<file path="src/rtl/define_state.sv">
// ============================================================================
// Module : define_state (package)
// Brief  : Sequencer state encoding, SRAM grant codes and timeout defaults.
// Rev    : 1.0  initial release
// ============================================================================
`default_nettype none

package define_state;

  typedef enum logic [2:0] {
    S_SEQ_IDLE      = 3'd0,
    S_SEQ_UART_INIT = 3'd1,
    S_SEQ_UART_EN   = 3'd2,
    S_SEQ_UART_WAIT = 3'd3,
    S_SEQ_GUARD     = 3'd4,
    S_SEQ_M2        = 3'd5,
    S_SEQ_M1        = 3'd6,
    S_SEQ_DISPLAY   = 3'd7
  } seq_state_type;

  localparam logic [2:0] c_GRANT_IDLE = 3'd0;
  localparam logic [2:0] c_GRANT_UART = 3'd1;
  localparam logic [2:0] c_GRANT_M2   = 3'd2;
  localparam logic [2:0] c_GRANT_M1   = 3'd3;
  localparam logic [2:0] c_GRANT_VGA  = 3'd4;

  localparam logic [25:0] c_UART_TIMEOUT_DEFAULT = 26'd49999999;
  localparam logic [27:0] c_WDOG_CYCLES_DEFAULT  = 28'd200000000;

  // Guard cycles own nothing, so the bus parks with writes disabled.
  function automatic logic [2:0] grant_of(input seq_state_type state);
    logic [2:0] grant;
    case (state)
      S_SEQ_IDLE, S_SEQ_DISPLAY:                        grant = c_GRANT_VGA;
      S_SEQ_UART_INIT, S_SEQ_UART_EN, S_SEQ_UART_WAIT:  grant = c_GRANT_UART;
      S_SEQ_M2:                                         grant = c_GRANT_M2;
      S_SEQ_M1:                                         grant = c_GRANT_M1;
      default:                                          grant = c_GRANT_IDLE;
    endcase
    return grant;
  endfunction

endpackage

`default_nettype wire

</file>
<file path="src/rtl/seq_timer.sv">
// ============================================================================
// Module : seq_timer
// Brief  : Clearable up-counter with equality compare against a limit.
// Rev    : 1.0  initial release
// ============================================================================
`default_nettype none

module seq_timer #(
  parameter int WIDTH = 26
) (
  input  logic             clk,
  input  logic             rst_n,
  input  logic             i_clr,
  input  logic             i_en,
  input  logic [WIDTH-1:0] i_limit,
  output logic             o_hit
);

  logic [WIDTH-1:0] r_count;

  always_ff @(posedge clk or negedge rst_n) begin
    if (!rst_n) begin
      r_count <= '0;
    end else if (i_clr) begin
      r_count <= '0;
    end else if (i_en) begin
      r_count <= r_count + 1'b1;
    end
  end

  assign o_hit = (r_count == i_limit);

endmodule

`default_nettype wire

</file>
<file path="src/rtl/decode_sequencer.sv">
// ============================================================================
// Module : decode_sequencer
// Brief  : Load/decode/display sequencer with SRAM ownership mux and watchdog.
//          Define SEQ_SIM_AUTOSTART_EN to launch M2 once after reset.
// Rev    : 1.0  initial release
// ============================================================================
`default_nettype none

module decode_sequencer
  import define_state::*;
#(
  parameter logic [25:0] UART_TIMEOUT = c_UART_TIMEOUT_DEFAULT,
  parameter logic [27:0] WDOG_CYCLES  = c_WDOG_CYCLES_DEFAULT
) (
  input  logic        Clock_50,
  input  logic        Resetn,
  input  logic        Start_req,
  input  logic [17:0] UART_SRAM_address,
  input  logic [15:0] UART_SRAM_write_data,
  input  logic        UART_SRAM_we_n,
  input  logic [17:0] M1_SRAM_address,
  input  logic [15:0] M1_SRAM_write_data,
  input  logic        M1_SRAM_we_n,
  input  logic        M1_done,
  input  logic [17:0] M2_SRAM_address,
  input  logic [15:0] M2_SRAM_write_data,
  input  logic        M2_SRAM_we_n,
  input  logic        M2_done,
  input  logic [17:0] VGA_SRAM_address,
  output logic        UART_rx_initialize,
  output logic        UART_rx_enable,
  output logic        M1_start,
  output logic        M2_start,
  output logic        VGA_enable,
  output logic [17:0] SRAM_address,
  output logic [15:0] SRAM_write_data,
  output logic        SRAM_we_n,
  output logic [2:0]  Grant,
  output logic        Busy,
  output logic        Wdog_error
);

  seq_state_type r_state;
  seq_state_type w_state_next;
  seq_state_type r_guard_next;
  seq_state_type w_guard_next;
  logic [2:0]    r_grant;
  logic [17:0]   r_addr_hold;
  logic          r_wdog_err;
  logic          w_wdog_err_next;
  logic          w_wdog_fire;
  logic          w_uart_hit;
  logic          w_wdog_hit;
  logic          w_uart_clr;
  logic          w_wdog_run;
  logic          w_autostart;

`ifdef SEQ_SIM_AUTOSTART_EN
  logic r_autostart_pending;

  always_ff @(posedge Clock_50 or negedge Resetn) begin
    if (!Resetn) begin
      r_autostart_pending <= 1'b1;
    end else if (r_state == S_SEQ_IDLE) begin
      r_autostart_pending <= 1'b0;
    end
  end

  assign w_autostart = r_autostart_pending;
`else
  assign w_autostart = 1'b0;
`endif

  // A timeout with nothing loaded yet just restarts the idle window.
  assign w_uart_clr = (r_state != S_SEQ_UART_WAIT) || !UART_SRAM_we_n ||
                      (w_uart_hit && (UART_SRAM_address == '0));
  assign w_wdog_run = (r_state == S_SEQ_M1) || (r_state == S_SEQ_M2);

  seq_timer #(.WIDTH(26)) u_uart_timer (
    .clk     (Clock_50),
    .rst_n   (Resetn),
    .i_clr   (w_uart_clr),
    .i_en    (1'b1),
    .i_limit (UART_TIMEOUT),
    .o_hit   (w_uart_hit)
  );

  seq_timer #(.WIDTH(28)) u_wdog_timer (
    .clk     (Clock_50),
    .rst_n   (Resetn),
    .i_clr   (!w_wdog_run),
    .i_en    (1'b1),
    .i_limit (WDOG_CYCLES),
    .o_hit   (w_wdog_hit)
  );

  always_ff @(posedge Clock_50 or negedge Resetn) begin
    if (!Resetn) begin
      r_state      <= S_SEQ_IDLE;
      r_guard_next <= S_SEQ_IDLE;
      r_grant      <= c_GRANT_VGA;
      r_wdog_err   <= 1'b0;
      r_addr_hold  <= '0;
    end else begin
      r_state      <= w_state_next;
      r_guard_next <= w_guard_next;
      r_grant      <= grant_of(w_state_next);
      r_wdog_err   <= w_wdog_err_next;
      if (r_grant != c_GRANT_IDLE) begin
        r_addr_hold <= SRAM_address;
      end
    end
  end

  always_comb begin
    w_state_next       = r_state;
    w_guard_next       = r_guard_next;
    w_wdog_err_next    = r_wdog_err;
    w_wdog_fire        = 1'b0;
    UART_rx_initialize = 1'b0;
    UART_rx_enable     = 1'b0;
    M1_start           = 1'b0;
    M2_start           = 1'b0;
    VGA_enable         = 1'b0;
    case (r_state)
      S_SEQ_IDLE: begin
        VGA_enable = 1'b1;
        if (w_autostart) begin
          w_state_next = S_SEQ_GUARD;
          w_guard_next = S_SEQ_M2;
        end else if (Start_req) begin
          w_state_next    = S_SEQ_UART_INIT;
          w_wdog_err_next = 1'b0;
        end
      end
      S_SEQ_UART_INIT: begin
        UART_rx_initialize = 1'b1;
        w_state_next       = S_SEQ_UART_EN;
      end
      S_SEQ_UART_EN: begin
        UART_rx_enable = 1'b1;
        w_state_next   = S_SEQ_UART_WAIT;
      end
      S_SEQ_UART_WAIT: begin
        if (w_uart_hit && (UART_SRAM_address != '0)) begin
          UART_rx_initialize = 1'b1;
          w_state_next       = S_SEQ_GUARD;
          w_guard_next       = S_SEQ_M2;
        end
      end
      S_SEQ_GUARD: begin
        w_state_next = r_guard_next;
      end
      S_SEQ_M2: begin
        // Completion wins over a watchdog expiry in the same cycle.
        if (M2_done) begin
          w_state_next = S_SEQ_GUARD;
          w_guard_next = S_SEQ_M1;
        end else if (w_wdog_hit) begin
          w_wdog_fire     = 1'b1;
          w_wdog_err_next = 1'b1;
          w_state_next    = S_SEQ_GUARD;
          w_guard_next    = S_SEQ_IDLE;
        end
        M2_start = !w_wdog_fire;
      end
      S_SEQ_M1: begin
        if (M1_done) begin
          w_state_next = S_SEQ_GUARD;
          w_guard_next = S_SEQ_DISPLAY;
        end else if (w_wdog_hit) begin
          w_wdog_fire     = 1'b1;
          w_wdog_err_next = 1'b1;
          w_state_next    = S_SEQ_GUARD;
          w_guard_next    = S_SEQ_IDLE;
        end
        M1_start = !w_wdog_fire;
      end
      S_SEQ_DISPLAY: begin
        VGA_enable   = 1'b1;
        w_state_next = S_SEQ_IDLE;
      end
      default: begin
        w_state_next = S_SEQ_IDLE;
      end
    endcase
  end

  always_comb begin
    SRAM_address    = r_addr_hold;
    SRAM_write_data = UART_SRAM_write_data;
    SRAM_we_n       = 1'b1;
    case (r_grant)
      c_GRANT_UART: begin
        SRAM_address = UART_SRAM_address;
        SRAM_we_n    = UART_SRAM_we_n;
      end
      c_GRANT_M2: begin
        SRAM_address    = M2_SRAM_address;
        SRAM_write_data = M2_SRAM_write_data;
        SRAM_we_n       = M2_SRAM_we_n;
      end
      c_GRANT_M1: begin
        SRAM_address    = M1_SRAM_address;
        SRAM_write_data = M1_SRAM_write_data;
        SRAM_we_n       = M1_SRAM_we_n;
      end
      c_GRANT_VGA: begin
        SRAM_address = VGA_SRAM_address;
      end
      default: begin
      end
    endcase
  end

  assign Grant      = r_grant;
  assign Busy       = (r_state != S_SEQ_IDLE);
  assign Wdog_error = r_wdog_err || w_wdog_fire;

endmodule

`default_nettype wire

</file>
<file path="config.mk">
export PLATFORM = sky130hd
export DESIGN_NAME = decode_sequencer
export DESIGN_NICKNAME = d
export VERILOG_FILES = /design/src/rtl/define_state.sv /design/src/rtl/seq_timer.sv /design/src/rtl/decode_sequencer.sv
export SDC_FILE = /design/constraint.sdc
export NUM_CORES = 1
export LEC_CHECK = 0
export CAP_MARGIN = 30
export CELL_PAD_IN_SITES_DETAIL_PLACEMENT = 0
export CELL_PAD_IN_SITES_GLOBAL_PLACEMENT = 1
export CORE_MARGIN = 3
export CORE_UTILIZATION = 39
export DETAILED_ROUTE_END_ITERATION = 8
export PLACE_DENSITY = 0.95
export SLEW_MARGIN = 20
export SYNTH_ARGS = -nofsm -noshare
export SYNTH_HDL_FRONTEND = slang
export SYNTH_HIERARCHICAL = 1
export SYNTH_SLANG_ARGS = --single-unit
</file>
<file path="constraint.sdc">
create_clock -name Clock_50 -period 5.85 [get_ports Clock_50]
set_clock_uncertainty 0.05 [all_clocks]
set_input_delay 1.4625 -clock Clock_50 [delete_from_list [all_inputs] [get_ports Clock_50]]
set_output_delay 1.4625 -clock Clock_50 [all_outputs]
set_load 0.01 [all_outputs]
</file>
==> flow_summary.toml, run 1 <==
[run_status]
status = "finished clean"

[timing]
slew_violations = 0
max_slew_margin = 0.382
fmax_mhz = 197
tightestPinTransition_ns = 0.918
timing.setup.tns_ns = 0
setup_viol_count_final = 0
fin_ws_ns = 0.772
fin_crit_sh = 0.868
fin_hold_ws_ns = 0.451
hold_viol_final = 0
grt_setup_unrepaired = "false"
period_minus_slack_ns = 5.08

[route]
vias = 5408
drc = 0
finalWirelength_mm = 16.6
routedWlPerCell_um = 16.0
ant_nets = 0
dr.first_iter.drc_count = 326
dr.pass1.iters = 4
via_per_inst = 5.23

[place]
portBuffers = 172
detailed_place.area_um2 = 7910
gp_congestion = 0.854
hpwl_mm = 12.4
dp_slack_ns = 0.794
dp.cells = 1016

[cts]
root_buffer = "clkbuf_16"
cts.sinks = 82
post_cts_buffers = 0
cts_buffers = 9
clk_path_buf_depth = 2
clkLatencyLatePin_ns = 0.34
worst_setup_hold_path_clk_slew_ns = 0.05
h-tree-depth = 3
postCtsHoldBufs = 0
cts_tree = "built"
cts_resized = 0

[hold_path]
min_path_cells = 2
hp-class = "flip-flop to flip-flop"
hp-start = "r_wdog_err"
holdPathEnd = "r_wdog_err"

[worst_setup_path]
rr_worst_depth = 9
critPathMaxStageDelay_ns = 0.70
cp-start-kind = "input pin"
reg2reg_to = "Grant[1]"
cp_data_arrival_time_ns = 3.57
crit_family = "simple AND/OR/NAND/NOR gates"
crit_fanout = 2
critPathRequiredTime_ns = 4.34
rrSetupSlack_ns = 2.87
end_kind = "primary output"
reg2reg_from = "u_uart_timer/r_count[12]"
timing_worst_setup_path_type = "input pin to primary output"
slowest_stage = "or4_2"
critical_path.cell_chain = "clkdlybuf4s50_1, or4_2, nor2_1, nand2_1, nand2_1, a21boi_0, clkdlybuf4s50_1"
cp.buffers_inverters = 2
crit_cells = 7

[layout]
final_nets = 975
drive_above_1_share = 0.0729
layout_commonest_cell = "clkdlybuf4s50_1"
stdcell_count = 1034
n_antenna_cell = 0
syn_to_final_growth_pct = 38.8
most-common-layout-cells = "171 x clkdlybuf4s50_1, 80 x dfrtp_1, 69 x a21oi_1, 56 x conb_1, 53 x nor2_1"
fin_util = 0.559
post-route-cell-area_um2 = 8220

[synth]
ys_seq_elements = 82
synthArstFlopShare = 1.00
yosysSeqAreaShare = 0.347
netlist_instances = 642
synth_edf_count = 0
ys.flop_type = "dfrtp_1"
ys_warn_count = 6
synth_cell_types = 66
avgSynthCellArea_um2 = 9.22
synth_area_um2 = 5920

[floorplan]
die_w_um = 129
core_um2 = 14700
ioPinCount = 173
row_count = 44
die_h_um = 129
start_util = 0.403
dieArea_um2 = 16700

[grt]
grt.overflow.total = 0
grt_pass1_vias = 5129
grt_max_degree = 57
antenna_found_initial = 0
grt_use_total = 0.194
grt_pass1_wl_mm = 26.1

[power]
max-vdd-ir-drop_uv = 169
leakage_nw = 3.28
power_mw = 2.31
powerDensity_nw_per_um2 = 282

[run]
drv_cap = 0
[cell type report]
type / instances / area, µm²
Fill cell: 1354 / 6480
Multi-Input combinational cell: 557 / 3800
Sequential cell: 82 / 2050
Timing Repair Buffer: 180 / 1800
Clock buffer: 14 / 274
Tap cell: 184 / 230
Inverter: 15 / 56.3
Clock inverter: 2 / 10.0
[worst max-delay path by stage]
| stage | from | end | slack, ns |
|---|---|---|---|
| 3_5_place_dp | UART_SRAM_address[0] | UART_rx_initialize | 0.79 |
| 6_report | UART_SRAM_address[5] | UART_rx_initialize | 0.77 |
| 5_1_grt | UART_SRAM_address[4] | UART_rx_initialize | 0.66 |
| 4_1_cts | UART_SRAM_address[0] | UART_rx_initialize | 0.79 |
| 2_1_floorplan | UART_SRAM_address[0] | UART_rx_initialize | 1.82 |
| 3_3_place_gp | UART_SRAM_address[1] | UART_rx_initialize | 0.81 |
[cells in the mapped netlist (3+ instances only)]
library cell	number	area [µm²]
nand4_1	15	93.8
mux2i_1	38	380
o211ai_1	4	30.0
nor3_1	8	40.0
and4_1	5	43.8
clkbuf_1	18	67.6
o31ai_1	17	128
or4_1	18	135
buf_6	4	45.0
inv_1	15	56.3
or3_1	12	75.1
or2_2	3	18.8
xnor2_1	38	333
xor2_1	39	342
nor2b_1	6	37.5
a21oi_1	69	345
nor3b_1	4	30.0
nor2_1	53	199
mux4_2	16	360
nor4_1	15	93.8
buf_2	12	60.1
nand2_1	42	158
o21ai_0	34	170
dfrtp_1	81	2030
buf_1	5	18.8
nand3_1	17	85.1
[sequential cells by signal, indices dropped and copies added (netlist names)]
signal                cells
r_state                   3
u_uart_timer/r_count     26
r_addr_hold              18
Grant                     3
r_wdog_err                1
u_wdog_timer/r_count     28
r_guard_next              3
[worst register-to-register path, delay by kind of cell, from the launching register on]
kind / cells / cell delay, ns
flops: 1 / 0.47
xor+xnor: 1 / 0.10
simple gates: 4 / 1.49
compound gates: 4 / 0.80
[power by group]
group	internal, mW	switching [mW]
registers	0.655	0.0990
clock network	0.321	0.217
logic	0.530	0.492
[cells by family after synthesis]
family	share of synthesized area
xor gates and xnor gates	0.114
buffers and inverters	0.0458
AOI/OAI and AO/OA	0.139
muxes	0.138
adders and majority gates	0.00422
and+or+nand+nor	0.211
other	0.00127
DFF	0.347
[layer usage]
metal	wire, µm	share of wire	vias to the layer above	track usage
met2	8010	0.48	125	0.325
li1	-	-	2706	-
met5	0	0	-	0
met3	1140	0.069	19	0.0396
met4	316	0.019	0	0.0673
met1	7090	0.43	2558	0.251
Power figures use the tool's default switching activity.
==> run 2, diff against run 1 <==
CAP_MARGIN = 20   (was 30)
CELL_PAD_IN_SITES_DETAIL_PLACEMENT = default   (was 0)
CELL_PAD_IN_SITES_GLOBAL_PLACEMENT = default   (was 1)
CORE_ASPECT_RATIO = 1.75   (was default)
CORE_UTILIZATION = 52   (was 39)
==> run 2 against run 1 <==
Compared with the run above: total power up 3.6%; wire length up 15%; core utilization up 18 points; flip-flop and latch count unchanged.
==> flow_summary.toml, run 2 (synthesis gave the netlist of run 1 again) <==
[timing]
fin_ws_ns = 0.581
hold_viol_final = 0
tightestPinTransition_ns = 1.06
fin_hold_ws_ns = 0.453
setup_viol_count_final = 0
grt_setup_unrepaired = "false"
slew_violations = 0
fin_crit_sh = 0.901
fmax_mhz = 190
period_minus_slack_ns = 5.27
max_slew_margin = 0.290
timing.setup.tns_ns = 0

[worst_setup_path]
critical_path.cell_chain = "clkdlybuf4s50_1, or4_4, nor4_4, nand2_1, nand2_1, a21boi_0, clkdlybuf4s50_1"
end_kind = "primary output"
crit_family = "simple AND/OR/NAND/NOR gates"
critPathRequiredTime_ns = 4.34
critPathMaxStageDelay_ns = 0.58
cp_data_arrival_time_ns = 3.76
crit_fanout = 3
cp.buffers_inverters = 2
cp-start-kind = "input pin"
slowest_stage = "or4_4"
timing_worst_setup_path_type = "input pin to primary output"

[route]
routedWlPerCell_um = 19.4
finalWirelength_mm = 19.1
drc = 0
vias = 5847
dr.pass1.iters = 5
ant_nets = 0
via_per_inst = 5.94
dr.first_iter.drc_count = 350

[place]
dp_slack_ns = 0.701
portBuffers = 172
gp_congestion = 0.890
hpwl_mm = 14.3

[layout]
fin_util = 0.735
multi_input_area_um2 = 3800
nFillCells = 741
largest_reg_flops = 28
most-common-layout-cells = "171 x clkdlybuf4s50_1, 80 x dfrtp_1, 69 x a21oi_1, 56 x conb_1, 53 x nor2_1"
regMostFlops = "u_wdog_timer/r_count"
layout_commonest_cell = "clkdlybuf4s50_1"
ff_latch_area_um2 = 2050
reg_top3 = "u_wdog_timer/r_count (28), u_uart_timer/r_count (26), r_addr_hold (18)"
syn_to_final_growth_pct = 37.9
final_nets = 973
drive_above_1_share = 0.0719

[cts]
cts_buffers = 9
cts.sinks = 82
root_buffer = "clkbuf_16"
worst_setup_hold_path_clk_slew_ns = 0.06
post_cts_buffers = 0
cts_resized = 0
h-tree-depth = 3
clkLatencyLatePin_ns = 0.34
clk_path_buf_depth = 2
postCtsHoldBufs = 0
cts_tree = "built"

[floorplan]
ioPinCount = 173
core_um2 = 11100
die_w_um = 86.7
dieArea_um2 = 12800
die_h_um = 147
row_count = 51
start_util = 0.533

[power]
leakage_nw = 3.27
powerDensity_nw_per_um2 = 294
max-vdd-ir-drop_uv = 253

[grt]
grt_pass1_vias = 5847
antenna_found_initial = 7
grt_use_total = 0.297
grt_max_degree = 58
grt.overflow.total = 0
grt_pass1_wl_mm = 29.9

[hold_path]
hp-class = "flip-flop to flip-flop"

[run_status]
status = "finished clean"

[run]
drv_cap = 0
run 2: layout make-up:
| cell class | count | share of cell area |
|---|---|---|
| Sequential cell | 82 | 0.252 |
| Clock inverter | 4 | 0.00628 |
| Inverter | 15 | 0.00690 |
| Tap cell | 132 | 0.0202 |
| Antenna cell | 4 | 0.00123 |
| Multi-Input combinational cell | 557 | 0.465 |
| Clock buffer | 12 | 0.0314 |
| Timing Repair Buffer | 178 | 0.217 |
run 2: power breakdown:
group          leakage (nW)  switching (mW)  total (mW)  internal [mW]
logic                  2.05           0.496        1.02          0.524
clock network         0.149           0.224       0.578          0.354
registers              1.08           0.144       0.799          0.654
total                  3.27           0.865        2.40           1.53
run 2: worst reg2reg max path, cell delays in order, from the launching register on:
cell and delay (ns):
dfrtp_1 0.44, xor2_1 0.10, nor4_1 0.31, nand3_1 0.13, nor4_1 0.87, nand4b_1 0.28
o211ai_1 0.18, a21boi_1 0.37, o31ai_1 0.13, a21oi_1 0.15
run 2: path summary, 6_finish.rpt:
kind	slack, ns	to	cells past startpoint	from
setup / recovery	0.58	UART_rx_initialize	7	UART_SRAM_address[8]
hold / removal	0.45	r_wdog_err	2	r_wdog_err
setup reg to reg	2.79	Grant[1]	9	u_uart_timer/r_count[13]
hold reg to reg	0.45	r_wdog_err	2	r_wdog_err
max in group asynchronous	3.68	Grant[0]	2	Resetn
min in group asynchronous	1.03	u_uart_timer/r_count[18]	1	Resetn
run 2: routing by layer:
layer,track usage,up-vias,part of all wire,wire [µm]
met3,0.0988,81,0.087,1670
met4,0.172,6,0.050,960
met5,0,-,0.0015,29
li1,-,2705,-,-
met1,0.299,2787,0.34,6430
met2,0.521,268,0.52,10000
run 2: through the flow:
stage / area, µm² / total power [mW] / cells
after floorplan: 6120 / 1.35 / 696
after global placement: 7830 / 1.74 / 963
after detailed placement: 7830 / 1.79 / 963
after CTS: 8140 / 2.37 / 979
after global routing: 8170 / 2.50 / 984
final: 8170 / 2.40 / 984
